<file path="src/rtl/chess_key_conditioner.sv">
// chess_key_conditioner
//   Turns the four raw, active-low chess-board push-buttons into clean,
//   single-cycle, active-low move commands for the layout-matrix stage.
//   Per key: 2-flop synchroniser -> debouncer -> RELEASED/HELD(/REPEATING)
//   FSM raising press requests. A fixed-priority arbiter (Left > Right > Up >
//   Down) lets one request through per cycle. Every pulse is followed by at
//   least one all-high cycle.
//
//   Optional feature macro: CHESS_KEY_AUTOREPEAT_EN
//     defined   : a held key re-issues its command after REPEAT_DELAY cycles,
//                 then every REPEAT_PERIOD cycles.
//     undefined : exactly one command per debounced press; the repeat
//                 counters and the REPEATING state are not built.
//
// Ports
//   clock     in   system clock, rising edge
//   resetApp  in   synchronous active-high reset
//   RawKeys   in   [3] Left, [2] Right, [1] Up, [0] Down; asynchronous, 0 = pressed
//   KeyLeft   out  active-low one-cycle command
//   KeyRight  out  active-low one-cycle command
//   KeyUp     out  active-low one-cycle command
//   KeyDown   out  active-low one-cycle command
//   HeldMask  out  debounced held level, 1 = held, same bit mapping as RawKeys
module chess_key_conditioner #(
  parameter int unsigned DEBOUNCE_CYCLES = 500000,
  parameter int unsigned REPEAT_DELAY    = 25000000,
  parameter int unsigned REPEAT_PERIOD   = 10000000,
  parameter int unsigned CNT_WIDTH       = 25
) (
  input  logic       clock,
  input  logic       resetApp,
  input  logic [3:0] RawKeys,
  output logic       KeyLeft,
  output logic       KeyRight,
  output logic       KeyUp,
  output logic       KeyDown,
  output logic [3:0] HeldMask
);

  localparam int unsigned NKEYS = 4;
  localparam logic [CNT_WIDTH-1:0] DB_LAST = CNT_WIDTH'(DEBOUNCE_CYCLES - 1);
  localparam logic [CNT_WIDTH-1:0] CNT_ONE = CNT_WIDTH'(1);
  localparam longint unsigned CNT_LIMIT = 64'(1) << CNT_WIDTH;

  // Reject configurations whose terminal counts cannot be represented.
  if (DEBOUNCE_CYCLES < 1 || 64'(DEBOUNCE_CYCLES) >= CNT_LIMIT ||
      64'(REPEAT_DELAY) >= CNT_LIMIT || 64'(REPEAT_PERIOD) >= CNT_LIMIT) begin : g_bad_cfg
    $error("chess_key_conditioner: counter parameters out of range for CNT_WIDTH");
  end

`ifdef CHESS_KEY_AUTOREPEAT_EN
  localparam logic [CNT_WIDTH-1:0] RPT_DELAY_V  = CNT_WIDTH'(REPEAT_DELAY);
  localparam logic [CNT_WIDTH-1:0] RPT_PERIOD_V = CNT_WIDTH'(REPEAT_PERIOD);

  typedef enum logic [1:0] {
    ST_RELEASED  = 2'd0,
    ST_HELD      = 2'd1,
    ST_REPEATING = 2'd2
  } state_e;
`else
  typedef enum logic {
    ST_RELEASED = 1'b0,
    ST_HELD     = 1'b1
  } state_e;
`endif

  logic [NKEYS-1:0]     sync1_q, sync2_q;
  logic [NKEYS-1:0]     stable_q, stable_d;
  logic [CNT_WIDTH-1:0] db_cnt_q [NKEYS];
  logic [CNT_WIDTH-1:0] db_cnt_d [NKEYS];
  state_e               state_q  [NKEYS];
  state_e               state_d  [NKEYS];
  logic [NKEYS-1:0]     req_c;
  logic [NKEYS-1:0]     win_c;
  logic [NKEYS-1:0]     key_n_q, key_n_d;
  logic [NKEYS-1:0]     held_q;
`ifdef CHESS_KEY_AUTOREPEAT_EN
  logic [CNT_WIDTH-1:0] rpt_q [NKEYS];
  logic [CNT_WIDTH-1:0] rpt_d [NKEYS];
`endif

  // State registers.
  always_ff @(posedge clock) begin
    if (resetApp) begin
      sync1_q  <= '1;
      sync2_q  <= '1;
      stable_q <= '1;
      key_n_q  <= '1;
      held_q   <= '0;
      for (int k = 0; k < NKEYS; k++) begin
        db_cnt_q[k] <= '0;
        state_q[k]  <= ST_RELEASED;
`ifdef CHESS_KEY_AUTOREPEAT_EN
        rpt_q[k]    <= '0;
`endif
      end
    end else begin
      sync1_q  <= RawKeys;
      sync2_q  <= sync1_q;
      stable_q <= stable_d;
      key_n_q  <= key_n_d;
      held_q   <= ~stable_q;
      for (int k = 0; k < NKEYS; k++) begin
        db_cnt_q[k] <= db_cnt_d[k];
        state_q[k]  <= state_d[k];
`ifdef CHESS_KEY_AUTOREPEAT_EN
        rpt_q[k]    <= rpt_d[k];
`endif
      end
    end
  end

  // Debouncer: count consecutive disagreeing samples; flip on the last one.
  always_comb begin
    stable_d = stable_q;
    for (int k = 0; k < NKEYS; k++) begin
      db_cnt_d[k] = '0;
      if (sync2_q[k] != stable_q[k]) begin
        if (db_cnt_q[k] == DB_LAST) begin
          stable_d[k] = ~stable_q[k];
        end else begin
          db_cnt_d[k] = db_cnt_q[k] + CNT_ONE;
        end
      end
    end
  end

  // Per-key press FSM; state advances whether or not its request wins.
  always_comb begin
    req_c = '0;
    for (int k = 0; k < NKEYS; k++) begin
      state_d[k] = state_q[k];
`ifdef CHESS_KEY_AUTOREPEAT_EN
      rpt_d[k]   = rpt_q[k];
`endif
      case (state_q[k])
        ST_RELEASED: begin
`ifdef CHESS_KEY_AUTOREPEAT_EN
          rpt_d[k] = '0;
`endif
          if (!stable_q[k]) begin
            state_d[k] = ST_HELD;
            req_c[k]   = 1'b1;
`ifdef CHESS_KEY_AUTOREPEAT_EN
            rpt_d[k]   = RPT_DELAY_V;
`endif
          end
        end
`ifdef CHESS_KEY_AUTOREPEAT_EN
        // Down-counter: expiry is the cycle it holds 1, so the next pulse
        // lands exactly DELAY/PERIOD edges after the previous one.
        ST_HELD, ST_REPEATING: begin
          if (stable_q[k]) begin
            state_d[k] = ST_RELEASED;
            rpt_d[k]   = '0;
          end else if (rpt_q[k] == CNT_ONE) begin
            state_d[k] = ST_REPEATING;
            req_c[k]   = 1'b1;
            rpt_d[k]   = RPT_PERIOD_V;
          end else if (rpt_q[k] != '0) begin
            rpt_d[k]   = rpt_q[k] - CNT_ONE;
          end
        end
`else
        ST_HELD: begin
          if (stable_q[k]) begin
            state_d[k] = ST_RELEASED;
          end
        end
`endif
        default: state_d[k] = ST_RELEASED;
      endcase
    end
  end

  // Fixed-priority arbiter with a mandatory all-high cycle after each pulse.
  always_comb begin
    win_c   = '0;
    key_n_d = '1;
    if (req_c[3])      win_c = 4'b1000;
    else if (req_c[2]) win_c = 4'b0100;
    else if (req_c[1]) win_c = 4'b0010;
    else if (req_c[0]) win_c = 4'b0001;
    if (key_n_q == '1) begin
      key_n_d = ~win_c;
    end
  end

  assign KeyLeft  = key_n_q[3];
  assign KeyRight = key_n_q[2];
  assign KeyUp    = key_n_q[1];
  assign KeyDown  = key_n_q[0];
  assign HeldMask = held_q;

endmodule

</file>
<file path="config.mk">
export PLATFORM = sky130hd
export DESIGN_NAME = chess_key_conditioner
export DESIGN_NICKNAME = d
export VERILOG_FILES = /design/src/rtl/chess_key_conditioner.sv
export SDC_FILE = /design/constraint.sdc
export NUM_CORES = 1
export LEC_CHECK = 0
export CAP_MARGIN = 20
export CORE_AREA = 4 4 104 106
export CTS_CLUSTER_DIAMETER = 150
export DETAILED_ROUTE_END_ITERATION = 10
export DIE_AREA = 0 0 108 110
export GPL_TIMING_DRIVEN = 0
export PLACE_DENSITY = 0.74
export SYNTH_ARGS = -nofsm -noshare
export SYNTH_HDL_FRONTEND = slang
export SYNTH_SLANG_ARGS = --single-unit
</file>
<file path="constraint.sdc">
create_clock -name clock -period 2.6 [get_ports clock]
set_input_delay 0.39 -clock clock [delete_from_list [all_inputs] [get_ports clock]]
set_output_delay 0.39 -clock clock [all_outputs]
set_load 0.01 [all_outputs]
</file>
==> qor.txt <==
Mapped Cells - 610
Critical Path End Type - flop
Worst-path clk slew - 50 ps
fraction of layout cells with a size suffix above 1 - 0.0813
Synth top area share - 0.453
Hold Slack - 406 ps
Hold WC Path Type - flop to flop
Die X - 108 um
Final Instance Count excl. Fillers - 785
die area - 0.0119 mm2
crit path kind - flop to flop
Lkg Pwr - 1.83 nW
Initial Util - 0.543
Pwr Total - 3.96 mW
Synth area leaders - dfxtp_1, xnor2_1, nor2_1, xor2_1, a21oi_1
Cell Pwr Density - 646 mW/mm2
GR Overflow Total - 0
R2R depth - 6
Max-slew headroom - 0.581
Primary FF master, synth - dfxtp_1
Critical Path AT - 2730 ps
vias per cell - 5.81
most numerous cell in the Yosys netlist - dfxtp_1
worst r2r src - db_cnt_q[0][0]$_SDFF_PP0_
final count of negative-setup-slack endpoints - 0
Synth warnings - 0
Filler Cell Count - 864
final non-filler cell area - 0.00613 mm2
Area after DPL - 0.00561 mm2
skew final - 10.7 ps
I/O Buffers - 13
RSZ-0062 raised after global routing - false
final max-slew violation count - 0
CTS Hold Bufs - 0
setup TNS - 0 ps
#FFs+latches synth - 120
worst slack, placed - 279 ps
pin count of the biggest net entering global routing - 17
Worst Path Max Fanout - 10
Max stage delay on crit path - 540 ps
Critical Path, Cell by Cell - ha_1, nand4_1, nand2b_1, o211ai_1, clkbuf_1, nor2_1
H-Tree Depth - 4
final core occ - 0.627
CP Launch Type - flop
# nets final - 652
CTS tree - yes
Multi-input gate area - 0.00270 mm2
GRT Overall Usage - 0.208
Worst EP required - 2990 ps
FF-to-FF End - db_cnt_q[0][6]$_SDFF_PP0_
worst IR drop on VDD - 0.450 mV
placed insts - 756
number of buffers created by CTS - 17
number of synthesized flops with an enable pin - 0
DRC errors left - 0
FF-to-FF setup slack - 260 ps
Synth top cells by count - dfxtp_1, nor2_1, a21oi_1
via count - 4561
clock period minus worst slack - 2340 ps
Net Count, Synth - 620
initial antenna violation count - 0
final hold vios - 0
clk sinks - 120
Die Y - 110 um
Yosys top cell by area - dfxtp_1
core box area - 0.00977 mm2
DPL Wire Length - 7.68 mm
Root Buffer - clkbuf_8
Worst-Skew Late Latency - 530 ps
final period utilization - 0.899
max-cap violations - 0
Avg Inst Size Synth - 8.70 um2
CTS Buffer Depth - 2
Seq/Total Area, Yosys - 0.453
actual slew at the worst max-slew pin - 626 ps
Antenna diodes - 0
final worst slack - 263 ps
first drt pass iteration count - 5
global placement routability congestion - 0.874
WL final - 11.2 mm
Post-CTS Setup Bufs - 0
mapped cell area - 0.00531 mm2
DRT antenna net count - 0
status - completed
CTS resizes - 0
synthesis-to-layout area growth - 15.4%
hold path depth - 1
Async SR Flop Fraction - 0
first-pass GRT wire length - 19.7 mm
FP Rows - 36
Worst Hold End - sync2_q[3]$_SDFF_PP1_
highest clock rate - 428 MHz
CP max-delay cell - o211ai_1
routed len/inst - 14.3 um
Ports - 14
number of global-route vias before repair - 4393
DRC marker count from the first detailed-route iteration - 221
Netlist cell types - 39
flip-flop and latch area - 0.00240 mm2
Hold Path Origin - sync1_q[3]$_SDFF_PP1_
## report_power, final
part	leakage [nW]	switching (mW)	internal, mW	total, mW
clock	0.263	0.764	1.30	2.06
sequential	0.969	0.00398	1.85	1.85
combinational	0.594	0.0241	0.0164	0.0406
total	1.83	0.792	3.17	3.96
## metal layers
metal  global-route usage  routed length (um)
met5                    0                   0
met4                0.104                 186
met3               0.0524                 531
met2                0.337                5390
met1                0.259                5140
## critical path, delay by kind of cell (launching register included)
kind,cells,cell delay [ps]
DFF,1,370
buffers and inverters,1,420
AOI/OAI and AO/OA,1,540
adders and majority gates,1,220
and+or+nand+nor,3,650
## sequential cells by signal, summed over array words and instances, names as in the netlist
name	count
HeldMask	4
db_cnt_q	100
key_n_q	4
stable_q	4
sync1_q	4
sync2_q	4
## placed cells by master (no fill, tap or decap), drive strengths merged, types with 2 or more instances in the layout
cell type and count:
a21oi 41, and2 2, and3 7, and4 12, buf 11, clkbuf 43
clkdlybuf4s50 13, clkinv 3, dfxtp 120, ha 4, inv 20, nand2 38
nand2b 2, nand3 33, nand4 28, nand4b 2, nor2 71, nor3 9
nor4 19, nor4b 8, o211ai 4, o21ai 19, o311ai 4, o31ai 22
o41ai 3, or2 12, or3 16, or4 25, or4b 3, xnor2 32
xor2 23
## logic make-up after synthesis
logic type,share of synthesized area
AND/OR/NAND/NOR,0.301
flip-flops,0.453
AO/OA/AOI/OAI,0.107
XOR/XNOR,0.0907
buffers and inverters,0.0396
adder cells (fa/ha/maj),0.00943
## layout make-up
| class | instances | share of cell area |
|---|---|---|
| multi-input combinational | 442 | 0.440 |
| sequential | 120 | 0.392 |
| clock buffer | 26 | 0.0829 |
| tap | 133 | 0.0272 |
| buffer | 28 | 0.0220 |
| timing repair buffer | 13 | 0.0212 |
| inverter | 20 | 0.0122 |
| clock inverter | 3 | 0.00245 |
## how the worst max path moves through the flow
stage	from	cells past startpoint	slack, ps	endpoint
2_1_floorplan	db_cnt_q[3][0]$_SDFF_PP0_	6	740	db_cnt_q[3][24]$_SDFF_PP0_
3_3_place_gp	db_cnt_q[0][0]$_SDFF_PP0_	6	360	db_cnt_q[0][3]$_SDFF_PP0_
3_5_place_dp	db_cnt_q[0][0]$_SDFF_PP0_	6	280	db_cnt_q[0][3]$_SDFF_PP0_
4_1_cts	db_cnt_q[0][0]$_SDFF_PP0_	6	250	db_cnt_q[0][3]$_SDFF_PP0_
5_1_grt	db_cnt_q[0][0]$_SDFF_PP0_	6	20	db_cnt_q[0][21]$_SDFF_PP0_
6_report	db_cnt_q[0][0]$_SDFF_PP0_	6	260	db_cnt_q[0][6]$_SDFF_PP0_
(Power assumes the default switching activity.)
